`config.mk`:
```
export PLATFORM = sky130hd
export DESIGN_NAME = idex_stage
export DESIGN_NICKNAME = d
export VERILOG_FILES = /design/src/rtl/idex_stage.sv
export SDC_FILE = /design/constraint.sdc
export NUM_CORES = 1
export LEC_CHECK = 0
export BUFFER_PORTS_ARGS = -buffer_cell sky130_fd_sc_hd__buf_2
export CORE_MARGIN = 5
export CORE_UTILIZATION = 47
export DETAILED_ROUTE_END_ITERATION = 12
export GPL_TIMING_DRIVEN = 0
export PLACE_DENSITY_LB_ADDON = 0.2
export SLEW_MARGIN = 20
export SYNTH_ARGS = -nofsm -noshare
export SYNTH_HDL_FRONTEND = slang
export SYNTH_SLANG_ARGS = --single-unit
```
`constraint.sdc`:
```
create_clock -name clk -period 1.97 [get_ports clk]
set_clock_uncertainty 0.05 [all_clocks]
set_input_delay 0.2955 -clock clk [delete_from_list [all_inputs] [get_ports clk]]
set_output_delay 0.2955 -clock clk [all_outputs]
set_load 0.01 [all_outputs]
```
`src/rtl/idex_stage.sv`:
```
// ID/EX pipeline register with load-use interlock and redirect squash.
// Optional bubble/redirect performance counters under IDEX_PERF_CNT_EN.
module idex_stage #(
    parameter int unsigned XLEN = 32
) (
    input  logic            clk,
    input  logic            rst_n,
    input  logic            validD_i,
    input  logic [XLEN-1:0] pcD_i,
    input  logic [XLEN-1:0] rd1D_i,
    input  logic [XLEN-1:0] rd2D_i,
    input  logic [XLEN-1:0] immD_i,
    input  logic [4:0]      rs1D_i,
    input  logic [4:0]      rs2D_i,
    input  logic [4:0]      rdD_i,
    input  logic            usesrs1D_i,
    input  logic            usesrs2D_i,
    input  logic            writesregD_i,
    input  logic            memreadD_i,
    input  logic            memwriteD_i,
    input  logic            alusrcD_i,
    input  logic            branchD_i,
    input  logic            jumpD_i,
    input  logic [3:0]      aluopD_i,
    input  logic            redirectE_i,
    output logic            validE_o,
    output logic [XLEN-1:0] pcE_o,
    output logic [XLEN-1:0] rd1E_o,
    output logic [XLEN-1:0] rd2E_o,
    output logic [XLEN-1:0] immE_o,
    output logic [4:0]      rs1E_o,
    output logic [4:0]      rs2E_o,
    output logic [4:0]      rdE_o,
    output logic            writesregE_o,
    output logic            memreadE_o,
    output logic            memwriteE_o,
    output logic            alusrcE_o,
    output logic            branchE_o,
    output logic            jumpE_o,
    output logic [3:0]      aluopE_o,
`ifdef IDEX_PERF_CNT_EN
    output logic [31:0]     bubblecnt_o,
    output logic [31:0]     redirectcnt_o,
`endif
    output logic            stallF_o,
    output logic            stallD_o,
    output logic            flushD_o
);

    logic            valid_q, valid_d;
    logic [XLEN-1:0] pc_q, pc_d, rd1_q, rd1_d, rd2_q, rd2_d, imm_q, imm_d;
    logic [4:0]      rs1_q, rs1_d, rs2_q, rs2_d, rd_q, rd_d;
    logic            writesreg_q, writesreg_d, memread_q, memread_d;
    logic            memwrite_q, memwrite_d, alusrc_q, alusrc_d;
    logic            branch_q, branch_d, jump_q, jump_d;
    logic [3:0]      aluop_q, aluop_d;
    logic            luh;
    logic            bubble;

    always_comb begin
        luh = valid_q && memread_q && writesreg_q && (rd_q != 5'd0) && validD_i &&
              ((usesrs1D_i && (rs1D_i == rd_q)) || (usesrs2D_i && (rs2D_i == rd_q)));
    end

    assign stallF_o = luh & ~redirectE_i;
    assign stallD_o = luh & ~redirectE_i;
    assign flushD_o = redirectE_i;
    assign bubble   = redirectE_i | luh;

    always_comb begin
        valid_d     = validD_i;
        pc_d        = pcD_i;
        rd1_d       = rd1D_i;
        rd2_d       = rd2D_i;
        imm_d       = immD_i;
        rs1_d       = rs1D_i;
        rs2_d       = rs2D_i;
        rd_d        = rdD_i;
        writesreg_d = writesregD_i;
        memread_d   = memreadD_i;
        memwrite_d  = memwriteD_i;
        alusrc_d    = alusrcD_i;
        branch_d    = branchD_i;
        jump_d      = jumpD_i;
        aluop_d     = aluopD_i;
        if (bubble) begin
            // Data fields hold; only identity and side-effect bits are cleared.
            valid_d     = 1'b0;
            writesreg_d = 1'b0;
            memread_d   = 1'b0;
            memwrite_d  = 1'b0;
            branch_d    = 1'b0;
            jump_d      = 1'b0;
            rd_d        = 5'd0;
            rs1_d       = 5'd0;
            rs2_d       = 5'd0;
            pc_d        = pc_q;
            rd1_d       = rd1_q;
            rd2_d       = rd2_q;
            imm_d       = imm_q;
            aluop_d     = aluop_q;
            alusrc_d    = alusrc_q;
        end
    end

    always_ff @(posedge clk or negedge rst_n) begin
        if (!rst_n) begin
            valid_q     <= 1'b0;
            pc_q        <= '0;
            rd1_q       <= '0;
            rd2_q       <= '0;
            imm_q       <= '0;
            rs1_q       <= 5'd0;
            rs2_q       <= 5'd0;
            rd_q        <= 5'd0;
            writesreg_q <= 1'b0;
            memread_q   <= 1'b0;
            memwrite_q  <= 1'b0;
            alusrc_q    <= 1'b0;
            branch_q    <= 1'b0;
            jump_q      <= 1'b0;
            aluop_q     <= 4'd0;
        end else begin
            valid_q     <= valid_d;
            pc_q        <= pc_d;
            rd1_q       <= rd1_d;
            rd2_q       <= rd2_d;
            imm_q       <= imm_d;
            rs1_q       <= rs1_d;
            rs2_q       <= rs2_d;
            rd_q        <= rd_d;
            writesreg_q <= writesreg_d;
            memread_q   <= memread_d;
            memwrite_q  <= memwrite_d;
            alusrc_q    <= alusrc_d;
            branch_q    <= branch_d;
            jump_q      <= jump_d;
            aluop_q     <= aluop_d;
        end
    end

`ifdef IDEX_PERF_CNT_EN
    logic [31:0] bubblecnt_q, bubblecnt_d, redirectcnt_q, redirectcnt_d;

    // A simultaneous redirect and load-use counts only as a redirect.
    always_comb begin
        bubblecnt_d   = bubblecnt_q;
        redirectcnt_d = redirectcnt_q;
        if (redirectE_i) begin
            redirectcnt_d = redirectcnt_q + 32'd1;
        end else if (luh) begin
            bubblecnt_d = bubblecnt_q + 32'd1;
        end
    end

    always_ff @(posedge clk or negedge rst_n) begin
        if (!rst_n) begin
            bubblecnt_q   <= 32'd0;
            redirectcnt_q <= 32'd0;
        end else begin
            bubblecnt_q   <= bubblecnt_d;
            redirectcnt_q <= redirectcnt_d;
        end
    end

    assign bubblecnt_o   = bubblecnt_q;
    assign redirectcnt_o = redirectcnt_q;
`endif

    assign validE_o     = valid_q;
    assign pcE_o        = pc_q;
    assign rd1E_o       = rd1_q;
    assign rd2E_o       = rd2_q;
    assign immE_o       = imm_q;
    assign rs1E_o       = rs1_q;
    assign rs2E_o       = rs2_q;
    assign rdE_o        = rd_q;
    assign writesregE_o = writesreg_q;
    assign memreadE_o   = memread_q;
    assign memwriteE_o  = memwrite_q;
    assign alusrcE_o    = alusrc_q;
    assign branchE_o    = branch_q;
    assign jumpE_o      = jump_q;
    assign aluopE_o     = aluop_q;

endmodule

```
# Yosys cells after proc, flatten, opt, wreduce, memory -nomap -nowiden
# Cells that the tools add are included.
# W data, S select, Z words.
classes:
  eq_ne: 2
  mux: 9
  bitwise: 3
  n_reduce_logical: 9
ops:
  columns: ["op", "n"]
  rows:
  - ["$mux W5", 3]
  - ["$eq A5 B5 Y1", 2]
  - ["$logic_and A1 B1 Y1", 7]
  - ["$mux W1", 6]
  - ["$reduce_bool A5 Y1", 1]
  - ["$and A1 B1 Y1", 1]
  - ["$logic_or A1 B1 Y1", 1]
  - ["$not A1 Y1", 1]
  - ["$or A1 B1 Y1", 1]
totals:
  reg_bits: 154
  inputBits: 159
  output_inout_bits: 157
  elab_cells: 38

# Longest topological paths before layout
logic_depth:
  word_depth: 7
  depth_mapped: 8

# Worst setup path after synthesis
# No wires, ideal clock.
synth_timing:
  path_kind: "reg2out"
  from: "register rd_q[1], in the netlist rdE_o[1]"
  to: "output port stallF_o"
  arrival_time_ns: 2.012
  required_time_ns: 1.625
  slack_ns: -0.387
  path_stages_with_launch: 9
  path_cell_list: "dfrtp_1 xnor2_1 nand4_2 o22a_1 clkbuf_1 buf_6 buf_6 nor3_1 buf_4"
synth_via:
  elab_chain_len: 5
  elab_cells_between_ends: 10
  cone_classes: "2 x eq/ne; 1 x bitwise; 7 x reduce/logical"
synth_rtl:
  columns: ["element", "line_no", "text"]
  rows:
  - ["start: declaration", "52", "logic [4:0] rs1_q, rs1_d, rs2_q, rs2_d, rd_q, rd_d;"]
  - ["start signal: assignment", "131", "rd_q <= rd_d;"]
  - ["$eq A5 B5 Y1 or $reduce_bool A5 Y1 (tied branches)", "62, 61", null]
  - ["$logic_and A1 B1 Y1 (on tied branches)", "62, 61", null]
  - ["$logic_or A1 B1 Y1 or $logic_and A1 B1 Y1 (tied branches)", "62, 61", null]
  - ["$logic_and A1 B1 Y1 (*)", "61", "luh = valid_q && memread_q && writesreg_q && (rd_q != 5'd0) && validD_i &&"]
  - ["$and A1 B1 Y1 (*)", null, null]
  - ["end: declaration", "45", "output logic stallF_o,"]
# Mark *: on every way between the ends. The rest lies on a longest branch, timed or not.

# Final worst setup path
layout_timing:
  from: "register rd_q[0], in the netlist rdE_o[0]"
  to: "output port stallF_o"
layout_via:
  elab_chain_len: 5
  elab_cells_between_ends: 10
  cone_classes: "2 x eq/ne; 1 x bitwise; 7 x reduce/logical"
layout_rtl:
  columns: ["element", "line_no", "text"]
  rows:
  - ["$eq A5 B5 Y1 or $reduce_bool A5 Y1 (tied branches)", "62, 61", null]
  - ["$logic_and A1 B1 Y1 (on tied branches)", "62, 61", null]
  - ["$logic_or A1 B1 Y1 or $logic_and A1 B1 Y1 (tied branches)", "62, 61", null]
  - ["$logic_and A1 B1 Y1 (*)", "61", null]
  - ["$and A1 B1 Y1 (*)", "65", "assign stallF_o = luh & ~redirectE_i;"]
# Marked as above.

==> flow_summary.yaml <==
run_status:
  status: "finished, violations left"
  violations: "negative setup slack"
yosys:
  synth_compound_area_frac: 0.362
  syn-num-nets: 1180
  synth-edff-count: 0
  synth_cells: 1021
  synth_xor_area_frac: 0.00931
  yosysSeqAreaShare: 0.410
  dominantRegCellSynth: "dfrtp_1"
  synth_cell_types: 23
  synthAdderAreaFrac: 0
  netlist_area_sq_um: 9400
  synth_top_family_by_area: "compound AO/OA/AOI/OAI gates"
  synth_warnings: 0
  syn_avg_cell_area_sq_um: 9.21
  synthMuxAreaShare: 0
  async_flop_share: 1.00
  synth-seq-cells: 154
  synth-simple-area-share: 0.147
critical_path:
  crit_top_cell: "buf_6"
  slowest_stage: "dfrtp_2"
  cp_top_family: "buffers and inverters"
  crit_path_max_fanout: 10
  end_kind: "output pin"
  critPathLaunch: "rdE_o[0]"
  worst-r2r-cell-count: 6
  regToRegStartpoint: "rdE_o[3]"
  cp.arrival_ns: 2.19
  slowest_delay_ns: 0.46
  crit_buf_inv: 4
  r2r_slack_ns: -0.54
  crit_chain: "nor3_2 -> a21o_1 -> buf_2 -> buf_4 -> nor3_4 -> buf_6 -> buf_6"
  startpoint_type: "register"
  crit_required_ns: 1.62
  r2r-end: "rd1E_o[6]"
  path_depth: 7
  crit_end: "stallF_o"
  worstSetupPathType: "register to output pin"
clocking:
  clockBufferDepth: 2
  clock_latency_ns: 0.42
  htree_levels: 4
  clock_sinks: 154
  cts_made_buffers: 17
  clock_tree.root_cell: "clkbuf_16"
  cts_tree: "built"
  clk_transition_reported_paths_ns: 0.06
job:
  drv_cap: 0
floorplanning:
  core_sq_um: 19600
  rows: 51
  chipHeight_um: 151
  initial_utilization: 0.480
  die_area_sq_um: 22900
  ios: 316
  die_w_um: 151
power_and_ir_drop:
  seqPwrFrac: 0.404
  power_leakage_nw: 4.78
  p_comb_frac: 0.218
  vdd_drop_max_mv: 0.593
  power.share.switching: 0.304
  p_per_area_nw_per_um2: 754
  internal_power_w: 0.00645
  p_clk_frac: 0.378
  power_switching_w: 0.00282
route:
  dr.pass1.iters: 5
  met3_length_mm: 3.35
  viasPerCell: 6.24
  drt.antenna.violating_nets: 0
  route.detailed.drc: 0
  wirelength_met1_mm: 14.0
  via_count: 10295
  top_layer: "met5"
  drt-initial-drc-count: 899
  wl_mm: 34.7
  wl_met2_mm: 16.0
  wl_per_cell_um: 21.0
place:
  port_buffers: 314
  routabilityCongestion: 0.845
  dpl.hpwl_mm: 23.3
grt:
  grt_pass1_wl_mm: 53.5
  grt_antenna_before_repair: 13
  grtUsageTotal: 0.295
  grt_pass1_vias: 10087
  grt_max_degree: 93
  overflow: 0
sta:
  rsz0062_at_grt: "true"
  layout_setup_ws_ns: -0.569
  finalSetupViolCount: 156
  finalCritPeriodShare: 1.29
  tightest_slew_ns: 0.809
  relSlewSlack: 0.461
  slew_viol_final: 0
  final.min_clock_period_ns: 2.54
  tns_ns: -39.05
  fmax_mhz: 394
  hold_viol: 0
final_layout:
  final_common_cell: "buf_2"
  post-route-util: 0.627
  nets: 1523
  drive_above_1_share: 0.314
  final_cell_mix: "buf_2 (324), dfrtp_1 (149), nand2_1 (133), nor2b_1 (133), a22oi_1 (133)"
  fill_cells: 1710
  synthToLayoutAreaGrowth_pct: 30.7
min_path:
  hp-class: "primary input to register"
power groups by stage:
stage	Combinational [W]	Clock, W	Sequential (W)
finish	0.00202	0.00350	0.00375
global route	0.00220	0.00367	0.00378
CTS	0.00200	0.00354	0.00373
detailed placement	0.00193	0	0.00378
global placement	0.00189	0	0.00378
floorplan	0.000931	0	0.00390
sequential cells by signal, summed over array words and instances (netlist names), 4 cells and up:
register,count
rs2E_o,5
aluopE_o,4
rd2E_o,32
rs1E_o,5
rd1E_o,32
pcE_o,32
immE_o,32
rdE_o,5
cell usage after synthesis, drive strengths merged (2+ instances only):
master / count / area share
a211oi: 21 / 0.017
dfrtp: 154 / 0.41
xnor2: 10 / 0.0093
inv: 21 / 0.0084
nand2: 135 / 0.054
o221ai: 133 / 0.12
nand4: 3 / 0.0033
clkbuf: 113 / 0.045
nor2b: 133 / 0.088
nor3: 2 / 0.0011
o211ai: 133 / 0.11
buf: 25 / 0.018
a22oi: 133 / 0.11
stage by stage:
stage          power (W)  hold WS (ns)  area [sq um]  instances  setup slack [ns]
3_3_place_gp     0.00567         0.464         11300       1600             -1.98
3_5_place_dp     0.00572         0.225         11400       1601            -0.715
4_1_cts          0.00927       0.00890         12200       1640            -0.609
6_report         0.00926        0.0212         12300       1651            -0.569
5_1_grt          0.00965       0.00881         12300       1651            -0.658
2_1_floorplan    0.00483       -0.0501          9420       1021            -0.154
worst register-to-register path: cells and delay by family (launching register included):
family          cells  cell delay (ns)
compound gates      2             0.86
buf+inv             2             0.84
flops               1             0.45
simple gates        2             0.22
worst min path at each step:
stage / cells past startpoint / to / from
after detailed placement: 1 / rs2E_o[2] / rst_n
after CTS: 3 / rdE_o[4] / rdD_i[4]
after global placement: 3 / branchE_o / branchD_i
after floorplan: 0 / aluopE_o[0] / rst_n
after global routing: 3 / rdE_o[4] / rdD_i[4]
final: 3 / rdE_o[4] / rdD_i[4]
metal layers:
layer	global-route usage	vias to the layer above
met5	0	-
met4	0.114	8
met3	0.0793	97
met2	0.458	578
met1	0.393	4965
li1	-	4647
cell families (layout without fill, tap and decap cells):
family	after synthesis	after routing
simple gates	274	274
buf+inv	159	515
xor+xnor	10	10
compound gates	424	424
flops	154	154
other cells	0	9
layout make-up:
type	count	area (sq um)	share of cell area
diodes	9	22.5	0.00183
plain buffers	137	668	0.0544
clock buffers	21	440	0.0358
clock inverters	11	170	0.0139
inverters	21	78.8	0.00642
multi-input cells	708	5020	0.408
flip-flops and latches	154	3860	0.314
well taps	265	332	0.0270
repair buffers	325	1700	0.138
what timing repair did:
action	CTS	global route
gates resized for setup	54	19
pin swaps	10	7
hold buffers	1	0
setup endpoints to repair	156	156
endpoints found under the hold margin	62	0
setup buffers	7	2
(Power assumes the default switching activity.)
